<file path="src/rtl/stash_scanner.sv">
// Steps through a read-only stash one entry at a time, either on a debounced-free
// synchronized button edge or on a periodic auto-scan tick, and holds the last sample for display.
module stash_scanner #(
    parameter int unsigned DEPTH       = 32,
    parameter int unsigned TICK_PERIOD = 100000000,
    parameter int unsigned READ_LAT    = 1,
    localparam int unsigned IDX_W      = (DEPTH > 1) ? $clog2(DEPTH) : 1
) (
    input  logic             clk,
    input  logic             reset,
    input  logic             btn_next,
    input  logic             auto_en,
    input  logic [7:0]       stash_sample,
    output logic             next_sample,
    output logic [7:0]       shown_sample,
    output logic [IDX_W-1:0] shown_index,
    output logic             busy
);

    localparam int unsigned TICK_W = (TICK_PERIOD > 1) ? $clog2(TICK_PERIOD) : 1;
    localparam int unsigned LAT_W  = 4;

    localparam logic [TICK_W-1:0] TICK_LAST = TICK_W'(TICK_PERIOD - 1);
    localparam logic [LAT_W-1:0]  LAT_LAST  = LAT_W'(READ_LAT - 1);
    localparam logic [IDX_W-1:0]  IDX_LAST  = IDX_W'(DEPTH - 1);

    typedef enum logic [1:0] {
        IDLE,
        PULSE,
        WAIT,
        CAPTURE
    } state_e;

    state_e            state_q, state_d;
    logic              btn_meta_q, btn_meta_d;
    logic              btn_sync_q, btn_sync_d;
    logic              btn_prev_q, btn_prev_d;
    logic [1:0]        sync_vld_q, sync_vld_d;
    logic [TICK_W-1:0] tick_cnt_q, tick_cnt_d;
    logic              pending_q, pending_d;
    logic [LAT_W-1:0]  wait_cnt_q, wait_cnt_d;
    logic              next_sample_q, next_sample_d;
    logic              busy_q, busy_d;
    logic [7:0]        shown_sample_q, shown_sample_d;
    logic [IDX_W-1:0]  shown_index_q, shown_index_d;

    logic btn_rise_c;
    logic tick_req_c;
    logic step_req_c;

    // Request generation: synchronizer, edge detect and auto-scan tick.
    // btn_prev only tracks the synchronized level once the synchronizer holds real
    // samples, so a button held through reset must be seen low before it can step.
    always_comb begin
        btn_meta_d = btn_next;
        btn_sync_d = btn_meta_q;
        sync_vld_d = {sync_vld_q[0], 1'b1};
        btn_prev_d = sync_vld_q[1] ? btn_sync_q : btn_prev_q;
        btn_rise_c = sync_vld_q[1] & btn_sync_q & ~btn_prev_q;

        tick_req_c = auto_en && (tick_cnt_q == TICK_LAST);
        if (!auto_en || tick_cnt_q == TICK_LAST) begin
            tick_cnt_d = '0;
        end else begin
            tick_cnt_d = tick_cnt_q + TICK_W'(1);
        end

        step_req_c = btn_rise_c | tick_req_c;
    end

    // Step sequencer: next state, pending request and display registers
    always_comb begin
        state_d        = state_q;
        pending_d      = pending_q;
        wait_cnt_d     = wait_cnt_q;
        shown_sample_d = shown_sample_q;
        shown_index_d  = shown_index_q;

        if (state_q != IDLE && step_req_c) begin
            pending_d = 1'b1;
        end

        case (state_q)
            IDLE: begin
                if (step_req_c || pending_q) begin
                    state_d   = PULSE;
                    pending_d = 1'b0;
                end
            end
            PULSE: begin
                state_d    = WAIT;
                wait_cnt_d = '0;
            end
            WAIT: begin
                if (wait_cnt_q == LAT_LAST) begin
                    state_d = CAPTURE;
                end else begin
                    wait_cnt_d = wait_cnt_q + LAT_W'(1);
                end
            end
            CAPTURE: begin
                shown_sample_d = stash_sample;
                shown_index_d  = (shown_index_q == IDX_LAST) ? '0 : shown_index_q + IDX_W'(1);
                state_d        = IDLE;
            end
            default: begin
                state_d = IDLE;
            end
        endcase

        next_sample_d = (state_d == PULSE);
        busy_d        = (state_d != IDLE);
    end

    always_ff @(posedge clk) begin
        if (reset) begin
            state_q        <= IDLE;
            btn_meta_q     <= 1'b0;
            btn_sync_q     <= 1'b0;
            btn_prev_q     <= 1'b1;
            sync_vld_q     <= '0;
            tick_cnt_q     <= '0;
            pending_q      <= 1'b0;
            wait_cnt_q     <= '0;
            next_sample_q  <= 1'b0;
            busy_q         <= 1'b0;
            shown_sample_q <= '0;
            shown_index_q  <= '0;
        end else begin
            state_q        <= state_d;
            btn_meta_q     <= btn_meta_d;
            btn_sync_q     <= btn_sync_d;
            btn_prev_q     <= btn_prev_d;
            sync_vld_q     <= sync_vld_d;
            tick_cnt_q     <= tick_cnt_d;
            pending_q      <= pending_d;
            wait_cnt_q     <= wait_cnt_d;
            next_sample_q  <= next_sample_d;
            busy_q         <= busy_d;
            shown_sample_q <= shown_sample_d;
            shown_index_q  <= shown_index_d;
        end
    end

    assign next_sample  = next_sample_q;
    assign busy         = busy_q;
    assign shown_sample = shown_sample_q;
    assign shown_index  = shown_index_q;

endmodule

</file>
<file path="config.mk">
export PLATFORM = sky130hd
export DESIGN_NAME = stash_scanner
export DESIGN_NICKNAME = d
export VERILOG_FILES = /design/src/rtl/stash_scanner.sv
export SDC_FILE = /design/constraint.sdc
export NUM_CORES = 1
export LEC_CHECK = 0
export CAP_MARGIN = 10
export CELL_PAD_IN_SITES_DETAIL_PLACEMENT = 2
export CELL_PAD_IN_SITES_GLOBAL_PLACEMENT = 2
export CORE_UTILIZATION = 39
export CTS_CLUSTER_DIAMETER = 150
export DETAILED_ROUTE_END_ITERATION = 16
export DONT_BUFFER_PORTS = 1
export PLACE_DENSITY_LB_ADDON = 0.1
export SYNTH_ARGS = -nofsm -noshare
export SYNTH_HDL_FRONTEND = slang
export SYNTH_SLANG_ARGS = --single-unit
</file>
<file path="constraint.sdc">
create_clock -name clk -period 2 [get_ports clk]
set_input_delay 0.4 -clock clk [delete_from_list [all_inputs] [get_ports clk]]
set_output_delay 0.4 -clock clk [all_outputs]
set_load 0.005 [all_outputs]
</file>
After elaboration in Yosys (flattened, before gate mapping)
Index checks and enable logic that the tools add are counted.
{"block": "word_totals", "ff_bits": 54, "latch_bits": 0, "ram_bits": 0, "rom_bits": 0, "output_inout_bits": 15, "word_cells": 49, "memories": 0}
{"block": "op_classes", "add_sub_neg": 3, "mul": 0, "n_div": 0, "n_lt_le_gt_ge": 0, "n_eq_ne": 7, "n_shift": 0, "n_mux": 10, "n_bitwise": 4, "reduce_logical": 12}
{"op": "27-bit by 1-bit adder with 27-bit output, second input constant", "n": 1}
{"op": "27-bit == test, second input constant", "n": 1}
{"op": "2-bit case mux with 4 select lines", "n": 1}
{"op": "4-bit case mux with 2 select lines", "n": 1}
{"op": "2-bit nonzero test", "n": 3}
{"op": "5-bit by 1-bit adder with 5-bit output, second input constant", "n": 1}
{"op": "5-bit == test, second input constant", "n": 1}
{"op": "5-bit two-way mux", "n": 1}
{"op": "4-bit by 1-bit adder with 4-bit output, second input constant", "n": 1}
{"op": "2-bit by 1-bit == test with 1-bit output, second input constant", "n": 2}
{"op": "2-bit == test, second input constant", "n": 2}
{"op": "4-bit logical NOT", "n": 1}
{"op": "1-bit two-way mux", "n": 4}
{"op": "2-bit two-way mux", "n": 2}
{"op": "4-bit two-way mux", "n": 1}
{"op": "1-bit bitwise AND", "n": 2}
{"op": "1-bit logical AND", "n": 2}
{"op": "2-bit logical NOT", "n": 1}
{"op": "1-bit logical OR", "n": 2}
{"op": "2-bit inequality test, second input constant", "n": 1}
{"op": "2-bit AND reduction", "n": 1}
{"op": "2-bit OR reduction", "n": 1}
{"op": "1-bit logical NOT", "n": 1}
{"op": "1-bit inverter", "n": 1}
{"op": "1-bit OR", "n": 1}

Logic depth before layout (Yosys ltp)
Gate-level depths: netlist of run 1.
{"block": "depth", "word_depth": 7, "mapped_depth": 7}

Worst setup path after synthesis of run 1
Ideal clock, no wire load.
{"block": "synth_timing", "path_kind": "reg2reg", "start": "reg tick_cnt_q[0]", "end": "reg tick_cnt_q[24]", "setup_time_ns": 0.125, "arrival_time_ns": 1.531, "path_slack_ns": 0.344, "path_stages_with_launch": 8, "path_buffers": 2, "path_cell_list": "dfxtp_1 > ha_1 > nand3_1 > nor4_2 > a21o_1 > buf_2 > buf_4 > a21oi_1"}
{"block": "synth_via", "elab_chain_cells": 3}
{"item": "start: declaration", "line_no": "39", "text": "logic [TICK_W-1:0] tick_cnt_q, tick_cnt_d;"}
{"item": "start signal: assignment", "line_no": "135", "text": "tick_cnt_q <= tick_cnt_d;"}
{"item": "parallel branches: the longest is 3 deep, another holds 27-bit by 1-bit adder with 27-bit output"}
Several ways; the timed one is not identified.
A chain may end at the register's enable or synchronous reset.

Worst setup path in the final report of run 1
{"block": "layout_timing", "start": "reg tick_cnt_q[5]", "end": "reg tick_cnt_q[19]"}
The elaborated chain is that of the path after synthesis.

==> metrics, run 1 <==
Yosys cell types 48; Avg Cell Area, Syn 9.49 µm²; via-per-instance ratio 5.66; Crit. Startpoint tick_cnt_q[5]; clock tree buffer depth 2; Pleak 0.915 nW; initial cell density of the core 41.3%; Compound-Gate Fraction of Synth Area 11.5%; largest net degree at the start of global routing 27; Synth Register Bits 54; Fill cells 659; Multi-input gate area 1320 µm²; final hold vios 0; clock transition at the registers of the reported paths 0.10 ns; Tot GR Track Use 18.9%; min-delay src reset; Ports 27; main combinational cell family by area after synthesis simple AND/OR/NAND/NOR gates; status completed; core area 6030 µm²; most common cell after layout, fill and taps aside dfxtp_1; CTS Sinks 54; CP Launch Type register; Root Driver clkbuf_8; crit-path max cell delay 0.54 ns; post-CTS setup buffers 0; XOR/XNOR Fraction of Synth Area 4.58%; Post-synth EDFFs 0; CP Class register to register; drt wl/cell 17.1 µm; number of synthesis warnings 0; first-pass GRT wire length 9.55 mm; top post-synthesis cells by area dfxtp_1 (43%), nor2_1 (5.1%), ha_1 (4.5%); die height 81.9 µm; synthesized-area fraction occupied by and/or/nand/nor cells 27.1%; die width 81.9 µm; Post-Syn Nets 283; Hold Path Depth 1; area leader, netlist dfxtp_1; Post-Synthesis Cells 262; H-Tree Depth 2; post-synthesis sequential area ratio 43.5%; Fmax 551 MHz; Post-DP HPWL 4.17 mm; Row Count 28; multiplexer area fraction after synthesis 4.88%; Max VDD drop 0.444 mV; initial antenna violation count 0; gr ovfl total 0; Placed Cells incl. Taps 333; area delta synth->final 8.35%; Vias 1930; Max FO, Critical Path 8; register area 1080 µm²; unrepaired setup endpoints after global routing false; Overall Power 2.09 mW; total negative slack 0 ns; endpoint class of the critical path register; reg2reg path depth 4; CP max-delay cell or4_1; clk_lat worst skew 0.32 ns; dpl ws 0.125 ns; final std cells w/o fill 341; skew final 0.0123 ns; Hold WC Path Type primary input to register; CTS tree yes; Slew headroom 65.2%; ys async rst share 0%; reg2reg start tick_cnt_q[5]; Max Cap Viol 0; number of global-route vias before repair 1973; Crit path arrival time 2.06 ns; commonest cells after routing, fill and taps aside dfxtp_1 (54), nor2_1 (34), a21oi_1 (13), mux2i_1 (11), nand4_1 (10); setup violation total in the final timing report 0; slew of the pin with the lowest slew margin 0.515 ns; crit path cell chain and3_1 > nand3_4 > or4_1 > a21oi_1; Syn Std Cell Area 2490 µm²; Power Density 774 nW/µm²; slack of the critical path 0.184 ns; Most used DFF post-synth dfxtp_1; crit path time final 1.82 ns; Die Footprint 6700 µm²; number of CTS-inserted buffers 5; final slew viol count 0; Req. time, crit path 2.25 ns; final routed DRC violation total 0; Routed Wire Length 5.82 mm; antenna viol nets, final 0; Tcrit/Tclk final 90.8%; Yosys top cell area share 43.5%; post-synthesis adder-cell area fraction 4.53%; port bufs 0; layout cells sized above 1 12.0%; nets 286; Final GP Congestion 0.725; first drt pass iteration count 2; drt initial violations 71; Inserted Diodes 0
power breakdown:
group	leakage, nW	switching, mW	internal, mW
Sequential	0.437	0.0331	1.12
Clock	0.0514	0.375	0.286
Combinational	0.426	0.153	0.120
layer usage:
metal	up-vias	global-route usage [%]	routed length [µm]
li1	950	-	-
met2	21	33.1	2910
met4	0	5.96	72
met5	-	0	0
met3	6	4.44	173
met1	953	22.5	2670
logic make-up after synthesis:
kind of cell    Yosys count
compound gates           43
xor+xnor                 13
mux                      12
fa+ha+maj                 9
buf+inv                  19
simple gates            112
flops                    54
per-stage QoR:
stage	util [%]	hold slack [ns]	cell area, µm²
final	44.7	0.135	2700
after global routing	44.7	0.111	2700
after CTS	44.5	0.126	2680
after detailed placement	42.8	0.440	2580
after global placement	42.8	0.421	2580
after floorplan	-	0.414	2490
area by class of cell:
class | instances | share of cell area [%]
Inverter | 7 | 0.975
Sequential cell | 54 | 40.1
Clock buffer | 6 | 3.06
Multi-Input combinational cell | 189 | 49.0
Timing Repair Buffer | 8 | 2.69
Clock inverter | 2 | 0.650
Tap cell | 75 | 3.48
synth_stat cells (8+ instances only):
library cell / count
a21oi_1: 13
dfxtp_1: 54
ha_1: 9
mux2i_1: 11
nand2_1: 9
nand3_1: 10
nand4_1: 10
nor2_1: 34
nor2b_1: 8
o21ai_0: 8
o31ai_1: 8
xor2_1: 8
critical path, delay by kind of cell (launching register included):
kind	cells	cell delay [ns]
AO/OA/AOI/OAI	1	0.17
flip-flops	1	0.42
AND/OR/NAND/NOR	3	1.16
worst paths after layout:
kind	slack (ns)	end
worst max register to register	0.18	tick_cnt_q[19]
worst max-delay path	0.18	tick_cnt_q[19]
worst min register to register	0.46	sync_vld_q[1]
worst min-delay path	0.13	btn_sync_q
state kept, by name, summed over array words and instances (netlist names):
| signal | count |
|---|---|
| pending_q | 1 |
| shown_index | 5 |
| shown_sample | 8 |
| btn_meta_q | 1 |
| busy | 1 |
| wait_cnt_q | 4 |
| next_sample | 1 |
| btn_prev_q | 1 |
| state_q | 2 |
| tick_cnt_q | 27 |
| btn_sync_q | 1 |
| sync_vld_q | 2 |
timing repair:
action,CTS,global route
hold buffers,0,0
endpoints found under the setup margin,0,15
gates resized for setup,0,3
No activity file was read; power rests on OpenSTA's default activity.
==> run 2: changes to the inputs <==
--- a/config.mk
+++ b/config.mk
@@ -8,7 +8,8 @@
 export CAP_MARGIN = 10
 export CELL_PAD_IN_SITES_DETAIL_PLACEMENT = 2
 export CELL_PAD_IN_SITES_GLOBAL_PLACEMENT = 2
-export CORE_UTILIZATION = 39
+export CORE_UTILIZATION = 41
+export CTS_BUF_LIST = sky130_fd_sc_hd__clkbuf_4
 export CTS_CLUSTER_DIAMETER = 150
 export DETAILED_ROUTE_END_ITERATION = 16
 export DONT_BUFFER_PORTS = 1
==> run 2 against run 1 <==
Effect of this change: non-clock buffer count unchanged; core utilization increased by 0.96 points; clock-buffer cell count decreased by 1; hold slack got worse by 0.058 ns; die area decreased by 4.8%; sequential share of layout area increased by 0.093 points; wire length increased by 0.60%; sequential cell count unchanged; clock skew decreased by 0.0022 ns; largest cell class unchanged.
==> metrics, run 2 (synthesized netlist as in run 1, its figures left out) <==
number of global-route vias before repair 1994; Routed Wire Length 5.86 mm; first-pass GRT wire length 9.61 mm; Pleak 0.915 nW; drt initial violations 46; Ports 27; Hold WC Path Type primary input to register; H-Tree Depth 2; endpoint class of the critical path register; Max VDD drop 0.374 mV; Tot GR Track Use 19.4%; Largest register FFs 27; Fmax 538 MHz; nets 286; core area 5890 µm²; die width 79.9 µm; crit path time final 1.86 ns; Overall Power 2.15 mW; first drt pass iteration count 4; Row Count 28; CP Class register to register; die height 79.9 µm; number of CTS-inserted buffers 5; Die Footprint 6380 µm²; drt wl/cell 17.2 µm; clock transition at the registers of the reported paths 0.15 ns; cell family with most CP delay simple AND/OR/NAND/NOR gates; via-per-instance ratio 5.74; CTS tree yes; port bufs 0; Inserted Diodes 0; Root Driver clkbuf_4; hold buffers post-CTS 0; Top reg by flops tick_cnt_q; setup violation total in the final timing report 0; Buf/Inv on CP 0; crit path cell chain ha_1 > and3_1 > nand3_4 > or4_4 > a21oi_2; Final GP Congestion 0.696; Fin Hold WS 0.0767 ns; Slew headroom 68.2%; initial cell density of the core 42.3%; CP Launch Type register; CP max-delay cell or4_4; crit-path max cell delay 0.54 ns; largest net degree at the start of global routing 27; reg2reg start tick_cnt_q[0]; Power Density 800 nW/µm²; Max FO, Critical Path 9; gr ovfl total 0; min-delay src reset; final routed DRC violation total 0; most common cell after layout, fill and taps aside dfxtp_1; clock tree buffer depth 2; final hold vios 0; area delta synth->final 8.10%; final slew viol count 0; antenna viol nets, final 0; Max Cap Viol 0; Crit. Startpoint tick_cnt_q[0]; CTS Sinks 54; unrepaired setup endpoints after global routing false; final std cells w/o fill 341; slew of the pin with the lowest slew margin 0.465 ns; status completed; Tcrit/Tclk final 93.0%; layout cells sized above 1 11.7%; clk_lat worst skew 0.37 ns; Crit path arrival time 2.18 ns; Post-DP HPWL 4.31 mm; Req. time, crit path 2.32 ns; total negative slack 0 ns; fin util 45.7%; skew final 0.0102 ns; Vias 1957; Placed Cells incl. Taps 333; commonest cells after routing, fill and taps aside dfxtp_1 (54), nor2_1 (34), a21oi_1 (13), mux2i_1 (11), nand4_1 (10); initial antenna violation count 0
## run 2: cell types whose count changed in the layout (fill, tap and decap cells not counted), moves of 2 or more
cell       before  now
clkbuf_8        6    0
bufinv_16       0    2
clkbuf_4        0    5
clkinv_4        2    0
## run 2: final timing paths
| check | end | cells past startpoint | slack (ns) |
|---|---|---|---|
| setup / recovery | tick_cnt_q[18] | 5 | 0.14 |
| hold / removal | btn_meta_q | 1 | 0.08 |
| setup reg to reg | tick_cnt_q[18] | 5 | 0.14 |
| hold reg to reg | sync_vld_q[1] | 1 | 0.46 |
## run 2: cell type report
type,instances,area (µm²)
clock buffers,5,37.5
clock inverters,3,63.8
fillers,657,3200
inverters,7,26.3
multi-input cells,189,1330
flip-flops and latches,54,1080
well taps,75,93.8
repair buffers,8,60.1
## run 2: metrics by stage
| step | worst slack, ns | instance area, µm² |
|---|---|---|
| finish | 0.140 | 2690 |
| global route | 0.0260 | 2690 |
| CTS | 0.0603 | 2670 |
| detailed placement | 0.0903 | 2570 |
| global placement | 0.227 | 2570 |
| floorplan | 0.344 | 2490 |
## run 2: repair_timing
item	CTS	global route
buffers inserted	0	0
resized for setup	0	3
setup endpoints to repair	0	19
## run 2: worst reg2reg max path, delay by kind of cell, from the launching register on
family                   cells  cell delay, ns
AND/OR/NAND/NOR              3            1.02
flip-flops                   1            0.41
adder cells (fa/ha/maj)      1            0.26
AO/OA/AOI/OAI                1            0.13
## run 2: per-layer routing
layer | GRT usage [%] | wire [µm] | vias to the layer above | part of all wire [%]
met4 | 5.54 | 59 | 0 | 1.0
met3 | 4.80 | 188 | 6 | 3.2
met2 | 32.1 | 2730 | 31 | 47
met1 | 24.9 | 2880 | 973 | 49
li1 | - | - | 947 | -
met5 | 0 | 0 | - | 0
## run 2: where the power goes
group	switching [mW]	internal, mW	total (mW)
registers	0.0323	1.12	1.15
logic	0.152	0.117	0.269
clock network	0.344	0.386	0.730
total	0.529	1.62	2.15
